[src/rtl/lsu_wb_master.sv]
// Load/store unit driving Wishbone-classic cycles into a word-addressed, byte-selectable RAM.
// Optional macro LSU_MISALIGN_SPLIT_EN: when defined, word-crossing accesses are split into two bus cycles.
module lsu_wb_master #(
   parameter int ADDR_W = 8
) (
   input  logic              clk,
   input  logic              rst,
   input  logic              req_valid,
   output logic              req_ready,
   input  logic              req_we,
   input  logic [1:0]        req_size,
   input  logic              req_unsigned,
   input  logic [31:0]       req_addr,
   input  logic [31:0]       req_wdata,
   output logic              resp_valid,
   output logic [31:0]       resp_rdata,
   output logic              resp_err,
   output logic              wb_cyc,
   output logic              wb_stb,
   output logic              wb_we,
   output logic [3:0]        wb_sel,
   output logic [ADDR_W-1:0] wb_adr,
   output logic [31:0]       wb_dat_o,
   input  logic [31:0]       wb_dat_i,
   input  logic              wb_ack
);

   typedef enum logic [1:0] {
      IDLE = 2'd0,
      BUS1 = 2'd1,
      BUS2 = 2'd2,
      RESP = 2'd3
   } state_t;

   state_t state_r, state_nx_s;

   logic              we_r, we_nx_s;
   logic [1:0]        size_r, size_nx_s;
   logic              uns_r, uns_nx_s;
   logic [1:0]        off_r, off_nx_s;
   logic [ADDR_W-1:0] adr_r, adr_nx_s;
   logic [31:0]       wdata_r, wdata_nx_s;
   logic              err_r, err_nx_s;
   logic              cross_r, cross_nx_s;
   logic [31:0]       rd1_r, rd1_nx_s;
   logic [31:0]       rd2_r, rd2_nx_s;

   logic              accept_s;
   logic              req_cross_s;
   logic              req_err_s;

   logic              req_ready_s, resp_valid_s, resp_err_s;
   logic [31:0]       resp_rdata_s;
   logic              cyc_s, stb_s, we_s;
   logic [3:0]        sel_s;
   logic [ADDR_W-1:0] adr_s;
   logic [31:0]       dat_s;
   logic [7:0]        lane_s;
   logic [63:0]       wide_s;
   logic [31:0]       ld_s;
   logic [31:0]       ext_s;

   function automatic logic [3:0] size_mask(input logic [1:0] size);
      case (size)
         2'd0:    size_mask = 4'b0001;
         2'd1:    size_mask = 4'b0011;
         2'd2:    size_mask = 4'b1111;
         default: size_mask = 4'b0000;
      endcase
   endfunction

   assign accept_s = (state_r == IDLE) && req_valid;

   // Classify the incoming request: word crossing and fault detection
   always_comb begin
      req_cross_s = 1'b0;
      case (req_size)
         2'd1:    req_cross_s = (req_addr[1:0] == 2'd3);
         2'd2:    req_cross_s = (req_addr[1:0] != 2'd0);
         default: req_cross_s = 1'b0;
      endcase
`ifdef LSU_MISALIGN_SPLIT_EN
      // a split must not wrap past the top word of the RAM
      req_err_s = (req_size == 2'd3) || ((req_addr >> (ADDR_W + 2)) != 32'd0) ||
                  (req_cross_s && (&req_addr[ADDR_W+1:2]));
`else
      req_err_s = (req_size == 2'd3) || ((req_addr >> (ADDR_W + 2)) != 32'd0) || req_cross_s ||
                  ((req_size == 2'd1) && req_addr[0]);
`endif
   end

   // Next values of the request context and captured read words
   always_comb begin
      we_nx_s    = we_r;
      size_nx_s  = size_r;
      uns_nx_s   = uns_r;
      off_nx_s   = off_r;
      adr_nx_s   = adr_r;
      wdata_nx_s = wdata_r;
      err_nx_s   = err_r;
      cross_nx_s = cross_r;
      rd1_nx_s   = rd1_r;
      rd2_nx_s   = rd2_r;
      if (accept_s) begin
         we_nx_s    = req_we;
         size_nx_s  = req_size;
         uns_nx_s   = req_unsigned;
         off_nx_s   = req_addr[1:0];
         adr_nx_s   = req_addr[ADDR_W+1:2];
         wdata_nx_s = req_wdata;
         err_nx_s   = req_err_s;
         cross_nx_s = req_cross_s;
         rd1_nx_s   = 32'd0;
         rd2_nx_s   = 32'd0;
      end else if ((state_r == BUS1) && wb_ack) begin
         rd1_nx_s = wb_dat_i;
      end else if ((state_r == BUS2) && wb_ack) begin
         rd2_nx_s = wb_dat_i;
      end else begin
         rd1_nx_s = rd1_r;
      end
   end

   // Next-state logic
   always_comb begin
      state_nx_s = state_r;
      case (state_r)
         IDLE: begin
            if (req_valid) state_nx_s = req_err_s ? RESP : BUS1;
            else           state_nx_s = IDLE;
         end
         BUS1: begin
`ifdef LSU_MISALIGN_SPLIT_EN
            if (wb_ack) state_nx_s = cross_r ? BUS2 : RESP;
            else        state_nx_s = BUS1;
`else
            if (wb_ack) state_nx_s = RESP;
            else        state_nx_s = BUS1;
`endif
         end
         BUS2: begin
`ifdef LSU_MISALIGN_SPLIT_EN
            if (wb_ack) state_nx_s = RESP;
            else        state_nx_s = BUS2;
`else
            state_nx_s = IDLE;
`endif
         end
         RESP:    state_nx_s = IDLE;
         default: state_nx_s = IDLE;
      endcase
   end

   // Output decode from the upcoming state so every port comes straight from a flop
   always_comb begin
      lane_s = {4'b0000, size_mask(size_nx_s)} << off_nx_s;
      wide_s = {32'd0, wdata_nx_s} << {off_nx_s, 3'b000};
      ld_s   = 32'({rd2_nx_s, rd1_nx_s} >> {off_nx_s, 3'b000});
      case (size_nx_s)
         2'd0:    ext_s = uns_nx_s ? {24'd0, ld_s[7:0]}   : {{24{ld_s[7]}}, ld_s[7:0]};
         2'd1:    ext_s = uns_nx_s ? {16'd0, ld_s[15:0]}  : {{16{ld_s[15]}}, ld_s[15:0]};
         2'd2:    ext_s = ld_s;
         default: ext_s = 32'd0;
      endcase
      req_ready_s  = 1'b0;
      resp_valid_s = 1'b0;
      resp_err_s   = 1'b0;
      resp_rdata_s = 32'd0;
      cyc_s        = 1'b0;
      stb_s        = 1'b0;
      we_s         = 1'b0;
      sel_s        = 4'b0000;
      adr_s        = '0;
      dat_s        = 32'd0;
      case (state_nx_s)
         IDLE: req_ready_s = 1'b1;
         BUS1: begin
            cyc_s = 1'b1;
            stb_s = 1'b1;
            we_s  = we_nx_s;
            sel_s = lane_s[3:0];
            adr_s = adr_nx_s;
            dat_s = wide_s[31:0];
         end
         BUS2: begin
            cyc_s = 1'b1;
            stb_s = 1'b1;
            we_s  = we_nx_s;
            sel_s = lane_s[7:4];
            adr_s = adr_nx_s + {{(ADDR_W-1){1'b0}}, 1'b1};
            dat_s = wide_s[63:32];
         end
         RESP: begin
            resp_valid_s = 1'b1;
            resp_err_s   = err_nx_s;
            resp_rdata_s = (we_nx_s || err_nx_s) ? 32'd0 : ext_s;
         end
         default: req_ready_s = 1'b0;
      endcase
   end

   // State, context and output registers
   always_ff @(posedge clk) begin
      if (rst) begin
         state_r    <= IDLE;
         we_r       <= 1'b0;
         size_r     <= 2'd0;
         uns_r      <= 1'b0;
         off_r      <= 2'd0;
         adr_r      <= '0;
         wdata_r    <= 32'd0;
         err_r      <= 1'b0;
         cross_r    <= 1'b0;
         rd1_r      <= 32'd0;
         rd2_r      <= 32'd0;
         req_ready  <= 1'b1;
         resp_valid <= 1'b0;
         resp_err   <= 1'b0;
         resp_rdata <= 32'd0;
         wb_cyc     <= 1'b0;
         wb_stb     <= 1'b0;
         wb_we      <= 1'b0;
         wb_sel     <= 4'b0000;
         wb_adr     <= '0;
         wb_dat_o   <= 32'd0;
      end else begin
         state_r    <= state_nx_s;
         we_r       <= we_nx_s;
         size_r     <= size_nx_s;
         uns_r      <= uns_nx_s;
         off_r      <= off_nx_s;
         adr_r      <= adr_nx_s;
         wdata_r    <= wdata_nx_s;
         err_r      <= err_nx_s;
         cross_r    <= cross_nx_s;
         rd1_r      <= rd1_nx_s;
         rd2_r      <= rd2_nx_s;
         req_ready  <= req_ready_s;
         resp_valid <= resp_valid_s;
         resp_err   <= resp_err_s;
         resp_rdata <= resp_rdata_s;
         wb_cyc     <= cyc_s;
         wb_stb     <= stb_s;
         wb_we      <= we_s;
         wb_sel     <= sel_s;
         wb_adr     <= adr_s;
         wb_dat_o   <= dat_s;
      end
   end

endmodule

[config.mk]
export PLATFORM = sky130hd
export DESIGN_NAME = lsu_wb_master
export DESIGN_NICKNAME = d
export VERILOG_FILES = /design/src/rtl/lsu_wb_master.sv
export SDC_FILE = /design/constraint.sdc
export NUM_CORES = 1
export LEC_CHECK = 0
export ABC_CLOCK_PERIOD_IN_PS = 4120
export CAP_MARGIN = 20
export CORE_MARGIN = 3
export CORE_UTILIZATION = 39
export CTS_CLUSTER_SIZE = 16
export DETAILED_ROUTE_END_ITERATION = 16
export GPL_TIMING_DRIVEN = 0
export PLACE_DENSITY = 0.66
export SYNTH_ARGS = -nofsm -noshare
export SYNTH_HDL_FRONTEND = slang
export SYNTH_SLANG_ARGS = --single-unit
[constraint.sdc]
create_clock -name clk -period 4.12 [get_ports clk]
set_clock_uncertainty 0.05 [all_clocks]
set_input_delay 0.824 -clock clk [delete_from_list [all_inputs] [get_ports clk]]
set_output_delay 0.824 -clock clk [all_outputs]
set_load 0.03 [all_outputs]
==> results of run 1 <==
==> cell usage in the layout (no fill, tap or decap), drive strengths merged, types with 44 or more instances in the layout <==
| cell | instances |
|---|---|
| nand2 | 112 |
| clkdlybuf4s50 | 184 |
| a21oi | 44 |
| clkbuf | 81 |
| mux2i | 74 |
| dfxtp | 186 |
| a22o | 51 |
| nor2b | 49 |
| nor2 | 120 |
| o21ai | 46 |
==> stage by stage <==
step | utilization [%] | hold WS (ns) | TNS, ns | total power, mW | instances
2_1_floorplan | - | 0.399 | 0 | 2.53 | 1017
3_3_place_gp | 50.0 | 0.410 | -60.94 | 2.94 | 1481
3_5_place_dp | 50.0 | 0.412 | -61.01 | 2.95 | 1481
4_1_cts | 52.7 | 0.422 | 0 | 4.61 | 1512
5_1_grt | 52.8 | 0.449 | 0 | 4.78 | 1512
6_report | 52.8 | 0.421 | 0 | 4.61 | 1512
==> report_power, final <==
| group | leakage [nW] | switching [mW] | internal (mW) |
|---|---|---|---|
| logic | 2.86 | 0.653 | 0.385 |
| clock network | 0.288 | 0.741 | 0.934 |
| registers | 1.51 | 0.0315 | 1.87 |
==> logic make-up (layout without fill, tap and decap cells) <==
group / after synthesis / count (layout) / synth area share (%)
flip-flops: 186 / 186 / 42.2
adder cells (fa/ha/maj): 14 / 14 / 1.99
multiplexers: 89 / 89 / 10.4
buffers and inverters: 98 / 313 / 4.70
AO/OA/AOI/OAI: 275 / 275 / 21.7
XOR/XNOR: 5 / 5 / 0.497
AND/OR/NAND/NOR: 350 / 350 / 18.5
==> routing by layer <==
layer  share of wire, %  vias to the layer above  wire length, um
met5                  0                        -                0
met4                2.5                        0              835
met3                7.5                       51             2460
met2                 47                      407            15400
met1                 43                     4092            14100
li1                   -                     4012                -
==> critical path, delay by kind of cell <==
kind / cells / cell delay, ns
compound gates: 2 / 0.30
fa+ha+maj: 1 / 0.23
buf+inv: 6 / 1.96
simple gates: 4 / 0.87
==> sequential cells by signal, indices dropped and copies added (netlist names), 2 cells and up <==
signal / count
rd1_r: 32
resp_rdata: 32
wb_dat_o: 32
wdata_r: 32
rd2_r: 24
adr_r: 8
wb_adr: 8
wb_sel: 4
off_r: 2
size_r: 2
state_r: 2
==> layout make-up <==
class | instances | area [um2]
Buffer | 88 | 380
Clock buffer | 20 | 457
Clock inverter | 12 | 140
Fill cell | 2060 | 10400
Inverter | 9 | 33.8
Multi-Input combinational cell | 733 | 4710
Sequential cell | 186 | 3720
Tap cell | 280 | 350
Timing Repair Buffer | 184 | 1840
==> path summary, 6_finish.rpt <==
path | from | cells after the start | end
worst min register to register | wdata_r[17]$_SDFF_PP0_ | 2 | wdata_r[17]$_SDFF_PP0_
worst min-delay path | wdata_r[17]$_SDFF_PP0_ | 2 | wdata_r[17]$_SDFF_PP0_
worst max-delay path | req_valid | 13 | wb_adr[7]$_SDFF_PP0_
worst max register to register | state_r[0]$_SDFF_PP0_ | 14 | wb_adr[7]$_SDFF_PP0_
==> results.py, run 1 <==
metrics = {
    "status": {
        "run_status": "finished, final reports clean",
    },
    "clock_tree": {
        "clkTransAtPathRegs_ns": 0.07,
        "numCtsBuffers": 17,
        "htree_num_levels": 4,
        "post_cts_resized": 3,
        "postCtsSetupRepairBufs": 0,
        "postCtsHoldBufs": 0,
        "ctsLongestPathBuffers": 2,
        "clk_latency_ns": 0.45,
        "cts_root_buffer": "clkbuf_16",
        "cts_sinks": 186,
        "tritoncts": "yes",
    },
    "worst_setup_path": {
        "required_ns": 4.38,
        "crit_fanout": 10,
        "criticalPathCategory": "primary input to flop",
        "critical_path_cell_by_cell": "clkdlybuf4s50_1 > nor3b_4 > clkbuf_2 > o21ai_0 > and2_1 > inv_1 > ha_1 > nand2b_1 > clkbuf_1 > inv_1 > nand2_1 > clkbuf_1 > o22ai_1",
        "crit_path_start_kind": "primary input",
        "slowest_delay_ns": 0.54,
        "critPathCaptureType": "flop",
        "critPathArrivalTime_ns": 4.18,
        "setup.reg_to_reg.worst_slack_ns": 0.29,
        "slowest_stage": "clkdlybuf4s50_1",
    },
    "global_route": {
        "globalRoute.totalOverflow": 0,
        "pin_count_of_the_biggest_net_entering_global_routing": 20,
        "m1_gr_usage_pct": 34.6,
        "global_routing_usage_on_met2_pct": 43.1,
        "grt_pass1_vias": 8372,
        "global_route.usage.total_pct": 26.2,
        "grt_use_met3_pct": 5.23,
        "grt_most_used_layer": "met2",
        "grt_first_pass_wirelength_um": 49000,
        "grt_antenna_before_repair": 0,
    },
    "die": {
        "floorplan.core_area_um2": 22000,
        "start_util_pct": 40.0,
        "die-height_um": 156,
        "die_x_um": 156,
        "fp.dieArea_um2": 24400,
        "std_cell_rows": 54,
        "number_of_top_level_design_ports": 186,
    },
    "timing": {
        "slew_headroom_pct": 42.4,
        "final_report_hold_violation_count": 0,
        "finalCritPeriodShare_pct": 95.3,
        "max_slew.worst_pin.slew_ns": 0.865,
        "setup-violations-final": 0,
        "report.final.slew_viol_count": 0,
        "worst_slack_ns": 0.195,
        "min_cycle_time_layout_ns": 3.93,
        "grt_setup_unrepaired": "no",
        "clock.fmax_mhz": 255,
    },
    "synthesis": {
        "synth.area.top_cells": "dfxtp_1 (42%), mux2i_1 (8.4%), nor2_1 (5.1%), a22o_1 (5.1%), nand2_1 (4.8%)",
        "synth_top_cells_by_count": "dfxtp_1 (186), nor2_1 (120), nand2_1 (112)",
        "postSynth.asyncResetShare_pct": 0,
        "post_synth_instance_area_um2": 8810,
        "synth_enable_flop_cells": 0,
        "yosysSeqAreaShare_pct": 42.2,
        "yosysMostFrequentCell": "dfxtp_1",
        "synth_cell_type_count": 54,
        "ys_dominant_reg_cell": "dfxtp_1",
        "ys_warn_count": 0,
        "flop_and_latch_count_out_of_synthesis": 186,
        "synth_largest_type_area_fraction_pct": 42.2,
        "cell_accounting_for_the_most_synthesized_area": "dfxtp_1",
        "synthCells": 1017,
        "syn-mean-instance-area_um2": 8.67,
        "synth_fp_nets": 1135,
    },
    "finish": {
        "nets": 1337,
        "antennaDiodeCount": 0,
        "post_route_cells_drive_above_1_share_pct": 6.90,
        "design_area_um2": 11600,
        "p_r_area_growth_vs_syn_pct": 32.0,
    },
    "pwr": {
        "vdd_drop_max_v": 0.000247,
        "p_leak_nw": 4.66,
        "pwr_density_cell_nw_per_um2": 397,
    },
    "hold_path": {
        "holdCritPathClass": "flop to flop",
    },
    "detailed_routing": {
        "antenna_violating_nets_left": 0,
        "vias": 8562,
        "router_iterations_before_antenna_repair": 5,
        "detailedRoute.firstIterationViolations": 694,
        "detail_route.wl_per_cell_um": 21.7,
        "wl_um": 32800,
        "remaining_drc_errors": 0,
        "viasPerCell": 5.66,
    },
    "placed_design": {
        "place.port_buffers": 184,
        "post-place-ws_ns": -1.06,
        "place_area_um2": 11000,
        "place_hpwl_um": 24500,
        "gpl.final_weighted_congestion": 1.00,
    },
    "run": {
        "cap_violations": 0,
    },
}
No activity file was read; power rests on OpenSTA's default activity.
==> run 2: changes to the inputs <==
--- a/config.mk
+++ b/config.mk
@@ -7,7 +7,7 @@
 export LEC_CHECK = 0
 export ABC_CLOCK_PERIOD_IN_PS = 4120
 export CAP_MARGIN = 20
-export CORE_MARGIN = 3
+export CORE_MARGIN = 2
 export CORE_UTILIZATION = 39
 export CTS_CLUSTER_SIZE = 16
 export DETAILED_ROUTE_END_ITERATION = 16
==> results.py, run 2 (synthesis gave the netlist of run 1 again) <==
metrics = {
    "worst_setup_path": {
        "critPathArrivalTime_ns": 4.25,
        "worstRegToRegCells": 12,
        "r2r_start": "state_r[0]$_SDFF_PP0_",
        "criticalPathCategory": "primary input to flop",
        "crit_fanout": 19,
        "setup.reg_to_reg.worst_slack_ns": 0.31,
        "required_ns": 4.40,
        "reg2reg_to": "wb_dat_o[7]$_SDFF_PP0_",
        "critPathCaptureType": "flop",
        "crit_path_start_kind": "primary input",
    },
    "die": {
        "floorplan.core_area_um2": 22400,
        "die-height_um": 154,
        "start_util_pct": 39.3,
        "die_x_um": 154,
        "std_cell_rows": 55,
        "number_of_top_level_design_ports": 186,
        "fp.dieArea_um2": 23800,
    },
    "clock_tree": {
        "postCtsHoldBufs": 0,
        "clkTransAtPathRegs_ns": 0.07,
        "clk_latency_ns": 0.44,
        "ctsLongestPathBuffers": 2,
        "cts_root_buffer": "clkbuf_16",
        "cts_sinks": 186,
        "numCtsBuffers": 17,
        "tritoncts": "yes",
        "postCtsSetupRepairBufs": 0,
        "htree_num_levels": 4,
    },
    "timing": {
        "clock.fmax_mhz": 252,
        "min_cycle_time_layout_ns": 3.97,
        "report.final.slew_viol_count": 0,
        "grt_setup_unrepaired": "no",
        "worst_slack_ns": 0.153,
        "max_slew.worst_pin.slew_ns": 0.906,
        "setup_tns_ns": 0,
        "slew_headroom_pct": 39.6,
        "setup-violations-final": 0,
        "hold-worst-slack_ns": 0.430,
        "finalCritPeriodShare_pct": 96.3,
        "final_report_hold_violation_count": 0,
    },
    "global_route": {
        "m1_gr_usage_pct": 36.0,
        "grt_most_used_layer": "met2",
        "grt_pass1_vias": 8246,
        "global_route.usage.total_pct": 27.0,
        "grt_antenna_before_repair": 0,
        "global_routing_usage_on_met2_pct": 43.4,
        "grt_first_pass_wirelength_um": 49300,
        "globalRoute.totalOverflow": 0,
        "pin_count_of_the_biggest_net_entering_global_routing": 20,
        "grt_use_met3_pct": 4.65,
    },
    "detailed_routing": {
        "vias": 8505,
        "remaining_drc_errors": 0,
        "wl_um": 32500,
        "viasPerCell": 5.61,
        "router_iterations_before_antenna_repair": 9,
        "detail_route.wl_per_cell_um": 21.4,
        "detailedRoute.firstIterationViolations": 834,
        "antenna_violating_nets_left": 0,
    },
    "pwr": {
        "vdd_drop_max_v": 0.000284,
        "pwr-share-comb_pct": 22.4,
        "power.share.clock_pct": 36.5,
        "totalPowerFinal_mw": 4.62,
        "internal_power_mw": 3.19,
        "netSwitchingPower_mw": 1.44,
        "sw_frac_of_total_pct": 31.1,
        "pwr_density_cell_nw_per_um2": 397,
        "p_leak_nw": 4.65,
        "power.sequential.fraction_pct": 41.1,
    },
    "finish": {
        "p_r_area_growth_vs_syn_pct": 32.1,
        "final_cell_mix": "dfxtp_1 (186), clkdlybuf4s50_1 (184), nor2_1 (120)",
        "post_route_cells_drive_above_1_share_pct": 7.06,
        "antennaDiodeCount": 0,
        "mostFrequentLayoutCell": "dfxtp_1",
        "nets": 1337,
    },
    "hold_path": {
        "min_delay_path_depth": 2,
        "hold_end": "wdata_r[16]$_SDFF_PP0_",
        "min-delay-start": "wdata_r[16]$_SDFF_PP0_",
        "holdCritPathClass": "flop to flop",
    },
    "placed_design": {
        "place_hpwl_um": 24100,
        "post-place-ws_ns": -1.15,
        "place.port_buffers": 184,
        "gpl.final_weighted_congestion": 0.925,
    },
    "run": {
        "cap_violations": 0,
    },
    "status": {
        "run_status": "finished, final reports clean",
    },
}
-- run 2: layer usage --
metal / vias to the layer above / share of wire, %
li1: 4016 / -
met1: 4026 / 44
met2: 390 / 45
met3: 73 / 7.1
met4: 0 / 3.6
met5: - / 0
-- run 2: power groups by stage --
| stage | Clock (mW) | Sequential (mW) | Combinational, mW |
|---|---|---|---|
| finish | 1.69 | 1.90 | 1.04 |
| global route | 1.77 | 1.91 | 1.10 |
| CTS | 1.70 | 1.90 | 1.01 |
| detailed placement | 0 | 1.94 | 1.01 |
| global placement | 0 | 1.94 | 1.00 |
| floorplan | 0 | 1.98 | 0.547 |
-- run 2: critical path, stage by stage --
cell	delay [ns]
clkdlybuf4s50_1	0.54
or3b_1	0.36
buf_2	0.17
buf_4	0.23
clkbuf_2	0.32
mux2i_2	0.39
inv_1	0.11
ha_1	0.28
and4b_1	0.26
buf_2	0.22
o21ai_2	0.20
a211oi_1	0.33
-- run 2: worst max path at each step --
stage | startpoint | endpoint | slack (ns) | depth (start not counted)
after floorplan | req_valid | resp_rdata[25]$_SDFF_PP0_ | 0.55 | 13
after global placement | req_valid | resp_rdata[6]$_SDFF_PP0_ | -1.19 | 12
after detailed placement | req_valid | resp_rdata[6]$_SDFF_PP0_ | -1.15 | 13
after CTS | req_valid | resp_rdata[0]$_SDFF_PP0_ | 0.03 | 12
after global routing | req_valid | resp_rdata[26]$_SDFF_PP0_ | 0.02 | 13
final | req_valid | resp_rdata[3]$_SDFF_PP0_ | 0.15 | 12
-- run 2: final cells by class --
| class | count | area [um2] |
|---|---|---|
| Fill cell | 2124 | 10800 |
| Multi-Input combinational cell | 733 | 4710 |
| Sequential cell | 186 | 3720 |
| Timing Repair Buffer | 184 | 1840 |
| Clock buffer | 20 | 457 |
| Buffer | 88 | 383 |
| Tap cell | 285 | 357 |
| Clock inverter | 12 | 140 |
| Inverter | 9 | 33.8 |
-- run 2: stage by stage --
stage / util (%) / cells / instance area, um2
5_1_grt: 51.9 / 1517 / 11600
6_report: 51.9 / 1517 / 11600
4_1_cts: 51.9 / 1517 / 11600
3_3_place_gp: 49.1 / 1486 / 11000
2_1_floorplan: - / 1017 / 8810
3_5_place_dp: 49.1 / 1486 / 11000
-- run 2: timing repair --
| item | 4_1_cts | 5_1_grt |
|---|---|---|
| pin swaps | 0 | 0 |
| setup endpoints to repair | 77 | 23 |
| resized for setup | 7 | 8 |
| gates cloned | 0 | 0 |
==> run 3: changes to the inputs <==
--- a/config.mk
+++ b/config.mk
@@ -9,6 +9,7 @@
 export CAP_MARGIN = 20
 export CORE_MARGIN = 2
 export CORE_UTILIZATION = 39
+export CTS_BUF_LIST = sky130_fd_sc_hd__clkbuf_16
 export CTS_CLUSTER_SIZE = 16
 export DETAILED_ROUTE_END_ITERATION = 16
 export GPL_TIMING_DRIVEN = 0
==> results.py, run 3 (synthesis gave the netlist of run 1 again) <==
metrics = {
    "timing": {
        "slew_headroom_pct": 40.1,
        "final_report_hold_violation_count": 0,
        "setup_tns_ns": 0,
        "clock.fmax_mhz": 253,
        "worst_slack_ns": 0.162,
        "finalCritPeriodShare_pct": 96.1,
        "setup-violations-final": 0,
        "report.final.slew_viol_count": 0,
        "grt_setup_unrepaired": "no",
        "hold-worst-slack_ns": 0.430,
        "min_cycle_time_layout_ns": 3.96,
        "max_slew.worst_pin.slew_ns": 0.898,
    },
    "worst_setup_path": {
        "worst_path_most_repeated_cell": "buf_2",
        "reg2reg_to": "wb_dat_o[7]$_SDFF_PP0_",
        "critPathArrivalTime_ns": 4.24,
        "slowest_delay_ns": 0.55,
        "r2r_start": "state_r[0]$_SDFF_PP0_",
        "slowest_stage": "clkdlybuf4s50_1",
        "setup.reg_to_reg.worst_slack_ns": 0.30,
        "crit_fanout": 19,
        "criticalPathCategory": "primary input to flop",
        "critPathCaptureType": "flop",
        "critical_path_cell_by_cell": "clkdlybuf4s50_1 > or3b_1 > buf_2 > buf_4 > clkbuf_2 > mux2i_2 > inv_1 > ha_1 > and4b_1 > buf_2 > o21ai_2 > a211oi_1",
        "required_ns": 4.40,
        "crit_path_start_kind": "primary input",
        "worstRegToRegCells": 12,
    },
    "placed_design": {
        "place.port_buffers": 184,
        "dp.cells": 1486,
        "post-place-ws_ns": -1.15,
        "gpl.final_weighted_congestion": 0.925,
        "place_hpwl_um": 24100,
    },
    "hold_path": {
        "min-delay-start": "wdata_r[16]$_SDFF_PP0_",
        "min_delay_path_depth": 2,
        "holdCritPathClass": "flop to flop",
        "hold_end": "wdata_r[16]$_SDFF_PP0_",
    },
    "die": {
        "std_cell_rows": 55,
        "floorplan.core_area_um2": 22400,
        "die-height_um": 154,
        "start_util_pct": 39.3,
        "number_of_top_level_design_ports": 186,
        "fp.dieArea_um2": 23800,
        "die_x_um": 154,
    },
    "finish": {
        "final_cell_mix": "dfxtp_1 (186), clkdlybuf4s50_1 (184), nor2_1 (120)",
        "p_r_area_growth_vs_syn_pct": 31.9,
        "mostFrequentLayoutCell": "dfxtp_1",
        "seqCellArea_um2": 3720,
        "utilization_pct": 51.8,
        "multi_input_area_um2": 4710,
        "post_route_cells_drive_above_1_share_pct": 6.90,
        "antennaDiodeCount": 0,
        "fillCellCount": 2127,
        "instances_no_fill": 1517,
        "nets": 1337,
    },
    "status": {
        "run_status": "finished, final reports clean",
    },
    "global_route": {
        "m1_gr_usage_pct": 36.0,
        "pin_count_of_the_biggest_net_entering_global_routing": 20,
        "grt_antenna_before_repair": 0,
        "global_routing_usage_on_met2_pct": 43.4,
        "grt_most_used_layer": "met2",
        "globalRoute.totalOverflow": 0,
        "global_route.usage.total_pct": 27.0,
        "grt_first_pass_wirelength_um": 49200,
        "grt_use_met3_pct": 4.65,
        "grt_pass1_vias": 8252,
    },
    "clock_tree": {
        "numCtsBuffers": 17,
        "cts_sinks": 186,
        "clk_latency_ns": 0.44,
        "htree_num_levels": 4,
        "cts_root_buffer": "clkbuf_16",
        "postCtsSetupRepairBufs": 0,
        "tritoncts": "yes",
        "ctsLongestPathBuffers": 2,
        "clkTransAtPathRegs_ns": 0.07,
    },
    "detailed_routing": {
        "router_iterations_before_antenna_repair": 5,
        "detailedRoute.firstIterationViolations": 884,
        "antenna_violating_nets_left": 0,
        "remaining_drc_errors": 0,
        "vias": 8580,
        "detail_route.wl_per_cell_um": 21.4,
        "viasPerCell": 5.66,
        "wl_um": 32500,
    },
    "pwr": {
        "p_leak_nw": 4.65,
        "vdd_drop_max_v": 0.000283,
        "pwr_density_cell_nw_per_um2": 394,
    },
    "run": {
        "cap_violations": 0,
    },
}
-- run 3: cell types whose count changed in the layout (fill, tap and decap cells not counted), sizes merged --
cell	change
clkbuf	-3
clkinv	+2
inv	+1
-- run 3: where the power goes --
group / internal, mW / switching, mW / leakage, nW
Sequential: 1.87 / 0.0322 / 1.51
Combinational: 0.384 / 0.652 / 2.87
Clock: 0.893 / 0.753 / 0.270
Total: 3.15 / 1.44 / 4.65
-- run 3: worst max-delay path by stage --
stage,start,endpoint,slack (ns),cells after the start
after global routing,req_valid,resp_rdata[26]$_SDFF_PP0_,0.02,13
after detailed placement,req_valid,resp_rdata[6]$_SDFF_PP0_,-1.15,13
final,req_valid,resp_rdata[5]$_SDFF_PP0_,0.16,12
after floorplan,req_valid,resp_rdata[25]$_SDFF_PP0_,0.55,13
after global placement,req_valid,resp_rdata[6]$_SDFF_PP0_,-1.19,12
after CTS,req_valid,resp_rdata[0]$_SDFF_PP0_,0.03,12
-- run 3: per-stage QoR --
stage	power, mW	cell area [um2]
after floorplan	2.53	8810
after global placement	2.94	11000
after detailed placement	2.95	11000
after CTS	4.57	11600
after global routing	4.74	11600
final	4.58	11600
-- run 3: area by class of cell --
| class | instances | share of cell area [%] |
|---|---|---|
| plain buffers | 88 | 3.29 |
| clock buffers | 17 | 3.66 |
| clock inverters | 15 | 1.30 |
| inverters | 9 | 0.291 |
| multi-input cells | 733 | 40.5 |
| flip-flops and latches | 186 | 32.0 |
| well taps | 285 | 3.07 |
| repair buffers | 184 | 15.8 |
-- run 3: critical path: cells and delay by family --
family | cells | cell delay [ns]
compound gates | 2 | 0.52
buf+inv | 6 | 1.59
simple gates | 2 | 0.62
fa+ha+maj | 1 | 0.27
mux | 1 | 0.40
-- run 3: layer usage --
layer	up-vias	part of all wire, %	wire (um)
met4	0	3.7	1200
met1	4064	44	14300
met5	-	0	0
met3	71	7.0	2290
met2	430	45	14700
li1	4015	-	-
-- run 3: timing repair --
item / 4_1_cts / 5_1_grt
setup endpoints to repair: 77 / 23
hold buffers: 0 / 0
resized for setup: 7 / 8
hold endpoints to repair: 0 / 0
